<file path="config.mk">
export PLATFORM = sky130hd
export DESIGN_NAME = seq_serializer
export DESIGN_NICKNAME = d
export VERILOG_FILES = /design/src/rtl/seq_pkg.sv /design/src/rtl/seq_serializer.sv
export SDC_FILE = /design/constraint.sdc
export NUM_CORES = 1
export LEC_CHECK = 0
export BUFFER_PORTS_ARGS = -buffer_cell sky130_fd_sc_hd__buf_2
export CORE_MARGIN = 4
export CORE_UTILIZATION = 38
export DETAILED_ROUTE_END_ITERATION = 12
export GPL_TIMING_DRIVEN = 0
export MAX_ROUTING_LAYER = met4
export PLACE_DENSITY = 0.61
export SKIP_CTS_REPAIR_TIMING = 1
export SYNTH_ARGS = -nofsm -noshare
export SYNTH_HDL_FRONTEND = slang
export SYNTH_SLANG_ARGS = --single-unit
</file>
<file path="constraint.sdc">
create_clock -name clk -period 1.8 [get_ports clk]
set_input_delay 0.27 -clock clk [delete_from_list [all_inputs] [get_ports clk]]
set_output_delay 0.27 -clock clk [all_outputs]
set_load 0.05 [all_outputs]
</file>
<file path="src/rtl/seq_pkg.sv">
`default_nettype none
// ============================================================================
// seq_pkg : shared frame-width default and IDLE/SHIFT state encoding
// Rev 1.0
// ============================================================================
package seq_pkg;

  localparam int c_seq_width = 32;

  typedef enum logic [0:0] {
    IDLE  = 1'b0,
    SHIFT = 1'b1
  } seq_state_e;

endpackage
`default_nettype wire

</file>
<file path="src/rtl/seq_serializer.sv">
`default_nettype none
// ============================================================================
// seq_serializer : parallel word to MSB-first serial bit stream with handshake
// Rev 1.0
// ============================================================================
module seq_serializer
  import seq_pkg::*;
#(
  parameter int WIDTH = c_seq_width
) (
  input  logic             clk,
  input  logic             reset,
  input  logic             load_valid,
  input  logic [WIDTH-1:0] load_data,
  output logic             load_ready,
  input  logic             shift_en,
  output logic             x,
  output logic             x_valid,
  output logic             frame_start,
  output logic             frame_done
);

  localparam int                 c_cnt_w = $clog2(WIDTH);
  localparam logic [c_cnt_w-1:0] c_last  = c_cnt_w'(WIDTH - 1);

  seq_state_e         r_state;
  seq_state_e         w_state_nxt;
  logic [WIDTH-1:0]   r_sreg;
  logic [c_cnt_w-1:0] r_cnt;
  logic               w_last_bit;
  logic               w_accept;

  // The last-bit edge doubles as a load slot so frames can run back to back.
  assign w_last_bit = (r_state == SHIFT) && (r_cnt == c_last) && shift_en;
  assign load_ready = (r_state == IDLE) || w_last_bit;
  assign w_accept   = load_valid && load_ready;

  always_ff @(posedge clk or posedge reset) begin
    if (reset) begin
      r_state <= IDLE;
    end else begin
      r_state <= w_state_nxt;
    end
  end

  always_comb begin
    w_state_nxt = r_state;
    case (r_state)
      IDLE:    if (w_accept) w_state_nxt = SHIFT;
      SHIFT:   if (w_last_bit && !w_accept) w_state_nxt = IDLE;
      default: w_state_nxt = IDLE;
    endcase
  end

  always_ff @(posedge clk or posedge reset) begin
    if (reset) begin
      r_sreg <= '0;
      r_cnt  <= '0;
    end else if (w_accept) begin
      r_sreg <= load_data;
      r_cnt  <= '0;
    end else if ((r_state == SHIFT) && shift_en) begin
      r_sreg <= {r_sreg[WIDTH-2:0], 1'b0};
      r_cnt  <= w_last_bit ? '0 : r_cnt + c_cnt_w'(1);
    end
  end

  // Outputs come only from registers, so reset clears them without a clock.
  assign x_valid     = (r_state == SHIFT);
  assign x           = x_valid & r_sreg[WIDTH-1];
  assign frame_start = x_valid && (r_cnt == '0);
  assign frame_done  = x_valid && (r_cnt == c_last);

endmodule
`default_nettype wire

</file>
==> results.tsv, run 1 <==
metric	value	unit
Rows	28	
Hold Vio Cnt, Final	0	
post-DR vias/cell	5.45	
ys flop type	dfrtp_1	
most common cell in the netlist	dfrtp_1	
layout cells sized above 1	32.8	%
post-layout worst setup margin	-0.0556	ns
Initial Util	39.9	%
Setup Crit Path Kind	register to output port	
synthesized flop and latch total	38	
Pleak	0.00138	uW
Final TNS setup	-0.0898	ns
failing checks	setup timing	
Rel. slew slack	44.7	%
Post-layout nets	331	
met2 usage	25.3	%
DP HPWL	3930	um
peak supply drop	0.000473	V
R2R setup slack	0.03	ns
CTS root buffer	clkbuf_8	
Max H-tree Level	2	
startpoint types	register	
grt total ovfl	0	
largest cells by area after synthesis	dfrtp_1 40%, mux2i_1 13%, nand2b_1 8.9%	
reg2reg start	r_cnt[1]	
Hold WS	0.134	ns
Crit path depth	6	
post-route insts no fill	368	
critical path arrival	1.59	ns
first-pass GRT wire length	9540	um
cells after synthesis	243	
maxcap violations	0	
Slowest-stage cell, CP	dfrtp_1	
WP buf/inv	1	
CP max FO	6	
Core Region	6030	sq um
Total Power	3320	uW
fmax	539	MHz
placed cell count	357	
via count	2007	
CP peak stage delay	0.41	ns
cell family with most CP delay	flip-flops	
Initial DRC Count	113	
met1 Track Usage GR	21.1	%
Die Area	7660	sq um
synthesized area per cell	9.89	sq um
R2R cell count	7	
Post-synth EDFFs	0	
Worst Clk Skew	0.00781	ns
Setup Viol. Count Final	2	
post-layout minimum cycle time	1.86	ns
Port Buffer Count	39	
Reg2Reg Capture Point	r_sreg[16]	
P per Cell Area	1120	nW/um^2
fraction of the cycle the final worst path needs	103	%
GRT Total Usage	16.2	%
Synth area leader	dfrtp_1	
drt pass-1 iters	4	
Worst Tran Pin Value	0.828	ns
status	complete, but fails checks	
CTS tree	built	
clock-pin slew on the worst setup and hold paths	0.08	ns
Final GP Congestion	0.809	
Crit path required time	1.53	ns
post-synth cell types	27	
met3 GRT Util	4.07	%
global routing's busiest layer	met2	
Final ANT Viol Nets	0	
Syn Nets	282	
largest net degree at the start of global routing	39	
ANT cells	0	
CP Capture Type	output port	
Yosys warning total	0	
Num CTS Buffers	5	
ys async rst share	100	%
Horiz. Die Dim	87.5	um
top cell type's share of synthesized area	39.6	%
Residual DRC	0	
CTS max path bufs	2	
synthesized cell area	2400	sq um
DR WL/cell	15.8	um
crit-path cells	ha_2, and3_4, ha_4, nand2_2, nand2_4, buf_8	
Max Slew Vio Count	0	
RSZ-0062 raised after global routing	true	
P&R area growth vs syn	22.9	%
antenna violations before repair	0	
total I/O pin count	41	
number of global-route vias before repair	2035	
die extent in y	87.5	um
post-synthesis sequential area ratio	39.6	%
min-delay worst type	primary input to asynchronous set/reset pin	
drt total wl	5800	um
Sinks on Clock Net	38	
clk_lat worst skew	0.29	ns
most common library cells after synthesis	38 x dfrtp_1, 34 x nand2b_1, 32 x o22ai_1	
-- cells in the final DEF, fill, tap and decap left out, types with 2 or more instances in the layout --
cell type  count
bufinv_16      2
clkbuf_8       6
buf_4          7
nand2_2        2
nand2_1        4
clkbuf_1       3
nand3_1        4
o22ai_1       32
a21oi_1       31
nand4b_1       2
mux2_2        17
nand2b_1      34
inv_1          3
mux2i_1       31
o21ai_0        5
buf_6          5
nor2_1         2
buf_2         43
buf_8          4
dfrtp_1       38
-- worst reg2reg max path: stages, from the launching register on --
cell,delay [ns]
dfrtp_1,0.41
ha_2,0.21
and3_4,0.19
ha_4,0.18
nand2_2,0.17
buf_8,0.18
mux2i_1,0.21
a21oi_1,0.09
-- flip-flops by register name, indices dropped and copies added (netlist names) --
register	flops
r_cnt	5
r_sreg	32
x_valid	1
-- worst max-delay path by stage --
| stage | from | end | slack [ns] |
|---|---|---|---|
| 2_1_floorplan | x_valid | frame_done | 0.07 |
| 4_1_cts | r_cnt[0] | frame_done | -0.31 |
| 6_report | r_cnt[1] | load_ready | -0.06 |
| 5_1_grt | r_cnt[1] | load_ready | -0.11 |
| 3_3_place_gp | r_cnt[0] | r_sreg[11] | -0.11 |
| 3_5_place_dp | r_cnt[0] | r_sreg[5] | -0.13 |
-- per-layer routing --
| metal | up-vias | part of all wire (%) |
|---|---|---|
| li1 | 983 | - |
| met1 | 967 | 46 |
| met2 | 49 | 48 |
| met3 | 8 | 5.2 |
| met4 | 0 | 0.91 |
| met5 | - | 0 |
-- kinds of logic (layout without fill, tap and decap cells) --
logic type	Yosys count	count (layout)	share of synthesized area, %
AOI/OAI and AO/OA	71	71	16.8
and+or+nand+nor	57	57	14.1
muxes	49	49	21.5
DFF	38	38	39.6
buffers and inverters	25	75	6.41
adders and majority gates	3	3	1.56
-- area by class of cell --
type	count	area (sq um)
repair buffers	43	250
plain buffers	20	165
inverters	4	15.0
fillers	604	3070
clock inverters	2	60.1
well taps	75	93.8
multi-input cells	180	1330
clock buffers	6	82.6
flip-flops and latches	38	951
-- stage by stage --
stage | worst slack (ns) | cell area (sq um) | util [%]
global route | -0.111 | 2950 | 49.0
finish | -0.0556 | 2950 | 49.0
global placement | -0.107 | 2700 | 44.7
floorplan | 0.0659 | 2410 | -
detailed placement | -0.133 | 2700 | 44.7
CTS | -0.305 | 2840 | 47.1
-- where the power goes --
group,switching [uW],total (uW),internal (uW)
Combinational,493,1090,596
Clock,316,908,592
Sequential,190,1320,1130
Power figures use the tool's default switching activity.
==> inputs of run 2 (changes only) <==
--- a/config.mk
+++ b/config.mk
@@ -6,12 +6,14 @@
 export NUM_CORES = 1
 export LEC_CHECK = 0
 export BUFFER_PORTS_ARGS = -buffer_cell sky130_fd_sc_hd__buf_2
+export CAP_MARGIN = 20
 export CORE_MARGIN = 4
 export CORE_UTILIZATION = 38
 export DETAILED_ROUTE_END_ITERATION = 12
 export GPL_TIMING_DRIVEN = 0
 export MAX_ROUTING_LAYER = met4
 export PLACE_DENSITY = 0.61
+export SETUP_SLACK_MARGIN = 0.4
 export SKIP_CTS_REPAIR_TIMING = 1
 export SYNTH_ARGS = -nofsm -noshare
 export SYNTH_HDL_FRONTEND = slang
==> run 2 against run 1 <==
Net effect:
- non-clock buffer count grew 16
- final area is 7.8% higher
- highest routed layer unchanged
- flip-flop and latch count did not move
- critical path type unchanged
- first-iteration DRC count is 19% higher
- the flow still finishes with violations (setup timing)
- worst setup slack improved by 0.041 ns
- cell count up 4.3%
==> results.tsv, run 2 (same netlist as run 1, synthesis figures left out) <==
metric	value	unit	change
status	complete, but fails checks		unchanged
failing checks	setup timing		unchanged
Hold WS	0.144	ns	was 0.134 ns
Sinks on Clock Net	38		unchanged
reg2reg start	r_cnt[1]		unchanged
CP Capture Type	output port		unchanged
Rel. slew slack	43.4	%	was 44.7%
placed cell count	357		unchanged
first-pass GRT wire length	9500	um	was 9540 um
Post-layout nets	347		was 331
CP max FO	6		unchanged
Comb power frac	36.5	%	was 32.8%
clk_lat worst skew	0.29	ns	about the same
peak supply drop	0.000437	V	was 0.000473 V
Final GP Congestion	0.735		was 0.809
Die Area	7660	sq um	unchanged
ANT cells	0		unchanged
drt total wl	6120	um	was 5800 um
most common cell after layout, fill and taps aside	buf_2		unchanged
number of global-route vias before repair	1988		was 2,035
GRT Total Usage	16.4	%	was 16.2%
Setup Viol. Count Final	3		was 2
Num CTS Buffers	5		unchanged
Hold Vio Cnt, Final	0		unchanged
CTS root buffer	clkbuf_8		unchanged
Filler Cell Count	546		was 604
startpoint types	register		unchanged
P per Cell Area	1020	nW/um^2	was 1120 nW/um^2
Core Region	6030	sq um	unchanged
largest net degree at the start of global routing	39		unchanged
Residual DRC	0		unchanged
Reg2Reg Capture Point	r_sreg[11]		was r_sreg[16]
Final ANT Viol Nets	0		unchanged
P&R area growth vs syn	32.4	%	was 22.9%
Pleak	0.00151	uW	was 0.00138 uW
Place WS	0.109	ns	was -0.133 ns
grt total ovfl	0		unchanged
post-layout minimum cycle time	1.81	ns	was 1.86 ns
Worst Tran Pin Value	0.848	ns	was 0.828 ns
critical path arrival	1.54	ns	was 1.59 ns
drt pass-1 iters	4		unchanged
total I/O pin count	41		unchanged
Largest register FFs	32		unchanged
Switch Pwr	1030	uW	was 999 uW
multi-input logic area	1380	sq um	was 1330 sq um
Pint	2210	uW	was 2320 uW
Max H-tree Level	2		unchanged
maxcap violations	0		unchanged
die extent in y	87.5	um	unchanged
switching share of total power	31.9	%	was 30.1%
fmax	551	MHz	was 539 MHz
Horiz. Die Dim	87.5	um	unchanged
layout cells sized above 1	36.9	%	was 32.8%
R2R cell count	8		was 7
Initial Util	39.9	%	unchanged
Seq pwr share	41.1	%	was 39.8%
register area	952	sq um	was 951 sq um
Initial DRC Count	135		was 113
CTS max path bufs	2		unchanged
clock-pin slew on the worst setup and hold paths	0.08	ns	about the same
Max Slew Vio Count	0		unchanged
Clock power frac	22.4	%	was 27.3%
post-layout worst setup margin	-0.0147	ns	was -0.0556 ns
min-delay worst type	primary input to asynchronous set/reset pin		unchanged
CTS tree	built		unchanged
Crit path required time	1.53	ns	about the same
Setup Crit Path Kind	register to output port		unchanged
most frequent cells in the layout	43 x buf_2, 37 x dfrtp_1, 34 x nand2b_1		was 43 x buf_2, 38 x dfrtp_1, 34 x nand2b_1
DP HPWL	3930	um	unchanged
register bank with the most flops	r_sreg		unchanged
Worst Clk Skew	0.00521	ns	was 0.00781 ns
post-DR vias/cell	5.38		was 5.45
antenna violations before repair	0		unchanged
RSZ-0062 raised after global routing	true		unchanged
post-route insts no fill	384		was 368
Port Buffer Count	39		unchanged
via count	2067		was 2,007
Rows	28		unchanged
DR WL/cell	15.9	um	was 15.8 um
fraction of the cycle the final worst path needs	101	%	was 103%
R2R setup slack	0	ns	was 0.03 ns
-- run 2: cell count changes in the layout (fill, tap and decap cells not counted), moves of 2 or more --
cell,before,now
buf_12,1,4
clkbuf_1,3,5
buf_8,4,6
o21ai_0,5,3
buf_6,5,3
clkbuf_16,0,3
nand2_2,2,0
buf_4,7,17
-- run 2: power groups by stage --
stage          Combinational (uW)  Clock [uW]  Sequential (uW)
2_1_floorplan                 861           0             1280
3_3_place_gp                 1020           0             1330
3_5_place_dp                 1050           0             1340
4_1_cts                      1050         746             1320
5_1_grt                      1310         794             1370
6_report                     1180         726             1330
-- run 2: worst max-delay path by stage --
stage / start / end / slack, ns / depth (start not counted)
6_report: r_cnt[1] / load_ready / -0.01 / 6
5_1_grt: r_cnt[1] / r_sreg[20] / -0.08 / 8
4_1_cts: r_cnt[0] / load_ready / -0.19 / 6
3_5_place_dp: r_cnt[0] / r_sreg[19] / 0.11 / 7
3_3_place_gp: reset / x_valid / -0.12 / 2
2_1_floorplan: r_cnt[0] / r_sreg[10] / 0.26 / 7
-- run 2: layout make-up --
type                    count  area share, %
clock buffers               7           2.40
inverters                   4          0.472
repair buffers             58           13.5
plain buffers              21           6.37
flip-flops and latches     38           29.9
multi-input cells         180           43.4
clock inverters             1          0.944
well taps                  75           2.95
-- run 2: critical path, cell delays in order, from the launching register on --
cell and delay, ns:
dfrtp_1 0.42, ha_4 0.18, and3_4 0.18, ha_4 0.19, nand2_4 0.08, nand2_4 0.06, buf_8 0.15
-- run 2: metal layers --
metal  share of wire (%)  vias to the layer above  wire (um)  global-route usage [%]
li1                    -                     1017          -                       -
met1                  48                     1011       2910                    22.1
met2                  49                       37       2980                    24.5
met3                 3.1                        2        192                    3.97
met4                0.65                        0         40                    4.46
met5                   0                        -          0                       -
-- run 2: through the flow --
| stage | cell area [sq um] | TNS, ns | power (uW) | utilization, % |
|---|---|---|---|---|
| floorplan | 2480 | 0 | 2150 | - |
| global placement | 2770 | -0.123 | 2350 | 45.9 |
| detailed placement | 2770 | 0 | 2390 | 45.9 |
| CTS | 2870 | -0.378 | 3120 | 47.7 |
| global route | 3180 | -1.41 | 3480 | 52.8 |
| finish | 3180 | -0.0236 | 3240 | 52.8 |
==> inputs of run 3 (changes only) <==
--- a/config.mk
+++ b/config.mk
@@ -8,11 +8,11 @@
 export BUFFER_PORTS_ARGS = -buffer_cell sky130_fd_sc_hd__buf_2
 export CAP_MARGIN = 20
 export CORE_MARGIN = 4
-export CORE_UTILIZATION = 38
+export CORE_UTILIZATION = 46
 export DETAILED_ROUTE_END_ITERATION = 12
 export GPL_TIMING_DRIVEN = 0
 export MAX_ROUTING_LAYER = met4
-export PLACE_DENSITY = 0.61
+export PLACE_DENSITY = 0.71
 export SETUP_SLACK_MARGIN = 0.4
 export SKIP_CTS_REPAIR_TIMING = 1
 export SYNTH_ARGS = -nofsm -noshare
==> run 3 against run 2 <==
Net effect:
- the flow still finishes with violations (setup timing)
- sequential share of layout area barely moved
- power shrank 1.1%
- register-to-register slack is essentially flat
- global-route usage rose by 2.2 points
- fmax rose by 0.23%
- sequential power about the same
- die area decreased by 16%
- critical path type unchanged
- critical endpoint is now frame_done
- largest cell class unchanged
==> results.tsv, run 3 (same netlist as run 1, synthesis figures left out) <==
metric	value	unit	change
status	complete, but fails checks		unchanged
failing checks	setup timing		unchanged
P&R area growth vs syn	32.6	%	was 32.4%
via count	2057		was 2,067
P per Cell Area	1010	nW/um^2	was 1020 nW/um^2
Initial Util	47.3	%	was 39.9%
Seq pwr share	41.7	%	was 41.1%
most frequent cells in the layout	43 x buf_2, 37 x dfrtp_1, 34 x nand2b_1		unchanged
register bank with the most flops	r_sreg		unchanged
Worst Clk Skew	0.00728	ns	was 0.00521 ns
post-layout worst setup margin	-0.0105	ns	was -0.0147 ns
Pleak	0.00148	uW	was 0.00151 uW
DR WL/cell	15.7	um	was 15.9 um
post-route insts no fill	374		was 384
Filler Cell Count	443		was 546
ANT cells	0		unchanged
largest net degree at the start of global routing	39		unchanged
placed cell count	352		was 357
CTS root buffer	clkbuf_8		unchanged
Setup Viol. Count Final	1		was 3
Pint	2140	uW	was 2210 uW
Die Area	6440	sq um	was 7660 sq um
drt total wl	5870	um	was 6120 um
die extent in y	80.3	um	was 87.5 um
GRT Total Usage	18.6	%	was 16.4%
CTS tree	built		unchanged
clk_lat worst skew	0.29	ns	about the same
Max H-tree Level	2		unchanged
number of global-route vias before repair	1901		was 1,988
Largest register FFs	32		unchanged
critical path arrival	1.54	ns	about the same
Max Slew Vio Count	0		unchanged
R2R cell count	8		unchanged
Num CTS Buffers	5		unchanged
Sinks on Clock Net	38		unchanged
DP HPWL	3840	um	was 3930 um
Rows	26		was 28
Hold Vio Cnt, Final	0		unchanged
CP Capture Type	output port		unchanged
Setup Crit Path Kind	register to output port		unchanged
layout cells sized above 1	39.1	%	was 36.9%
startpoint types	register		unchanged
switching share of total power	33.3	%	was 31.9%
antenna violations before repair	0		unchanged
total I/O pin count	41		unchanged
fin util	62.7	%	was 52.8%
Core Region	5070	sq um	was 6030 sq um
Final GP Congestion	0.823		was 0.735
maxcap violations	0		unchanged
min-delay worst type	primary input to asynchronous set/reset pin		unchanged
Final ANT Viol Nets	0		unchanged
Hold WS	0.136	ns	was 0.144 ns
Crit path required time	1.53	ns	about the same
most common cell after layout, fill and taps aside	buf_2		unchanged
post-layout minimum cycle time	1.81	ns	about the same
CTS max path bufs	2		unchanged
Comb power frac	39.3	%	was 36.5%
Reg2Reg Capture Point	r_sreg[17]		was r_sreg[11]
drt pass-1 iters	4		unchanged
first-pass GRT wire length	9090	um	was 9500 um
reg2reg start	r_cnt[1]		unchanged
Post-layout nets	343		was 347
Horiz. Die Dim	80.3	um	was 87.5 um
Worst Tran Pin Value	0.842	ns	was 0.848 ns
RSZ-0062 raised after global routing	true		unchanged
grt total ovfl	0		unchanged
Clock power frac	19.0	%	was 22.4%
post-DR vias/cell	5.50		was 5.38
Switch Pwr	1070	uW	was 1030 uW
Residual DRC	0		unchanged
fmax	552	MHz	was 551 MHz
Initial DRC Count	124		was 135
Rel. slew slack	43.8	%	was 43.4%
R2R setup slack	0.01	ns	was 0 ns
CP max FO	6		unchanged
Port Buffer Count	39		unchanged
peak supply drop	0.000446	V	was 0.000437 V
clock-pin slew on the worst setup and hold paths	0.08	ns	about the same
fraction of the cycle the final worst path needs	101	%	about the same
[run 3: metrics by stage]
| step | cell area, sq um | setup TNS (ns) | setup WS, ns | power, uW |
|---|---|---|---|---|
| 6_report | 3180 | -0.0105 | -0.0105 | 3210 |
| 3_3_place_gp | 2760 | -0.0763 | -0.0763 | 2340 |
| 3_5_place_dp | 2760 | 0 | 0.0955 | 2390 |
| 2_1_floorplan | 2480 | 0 | 0.263 | 2150 |
| 5_1_grt | 3180 | -0.955 | -0.0980 | 3440 |
| 4_1_cts | 2850 | -0.371 | -0.183 | 3010 |
[run 3: layer usage]
layer	GRT usage [%]	share of wire [%]	vias to the layer above
met5	-	0	-
met4	5.57	1.8	0
met3	3.92	3.6	8
met2	29.2	49	39
met1	24.1	46	998
li1	-	-	1012
[run 3: worst max-delay path by stage]
stage	slack, ns	from	end	cells past startpoint
floorplan	0.26	r_cnt[0]	r_sreg[10]	7
global placement	-0.08	reset	x_valid	2
detailed placement	0.1	r_cnt[0]	r_sreg[19]	7
CTS	-0.18	r_cnt[0]	load_ready	6
global route	-0.1	r_cnt[1]	r_sreg[17]	8
finish	-0.01	r_cnt[1]	frame_done	5
[run 3: critical path, cell delays in order, from the launching register on]
cell	delay (ns)
dfrtp_1	0.42
ha_4	0.18
and3_4	0.18
ha_4	0.19
and2_4	0.14
buf_6	0.14
[run 3: power by group through the flow]
stage | clock (uW) | sequential [uW] | combinational (uW)
after floorplan | 0 | 1280 | 861
after global placement | 0 | 1330 | 1020
after detailed placement | 0 | 1340 | 1050
after CTS | 632 | 1330 | 1050
after global routing | 670 | 1370 | 1400
final | 608 | 1340 | 1260
[run 3: cell type report]
cell class | instances | area [sq um] | area share [%]
well taps | 70 | 87.6 | 2.75
repair buffers | 54 | 413 | 13.0
clock buffers | 7 | 86.3 | 2.71
flip-flops and latches | 38 | 952 | 29.9
plain buffers | 21 | 194 | 6.09
inverters | 4 | 17.5 | 0.550
multi-input cells | 180 | 1430 | 45.0
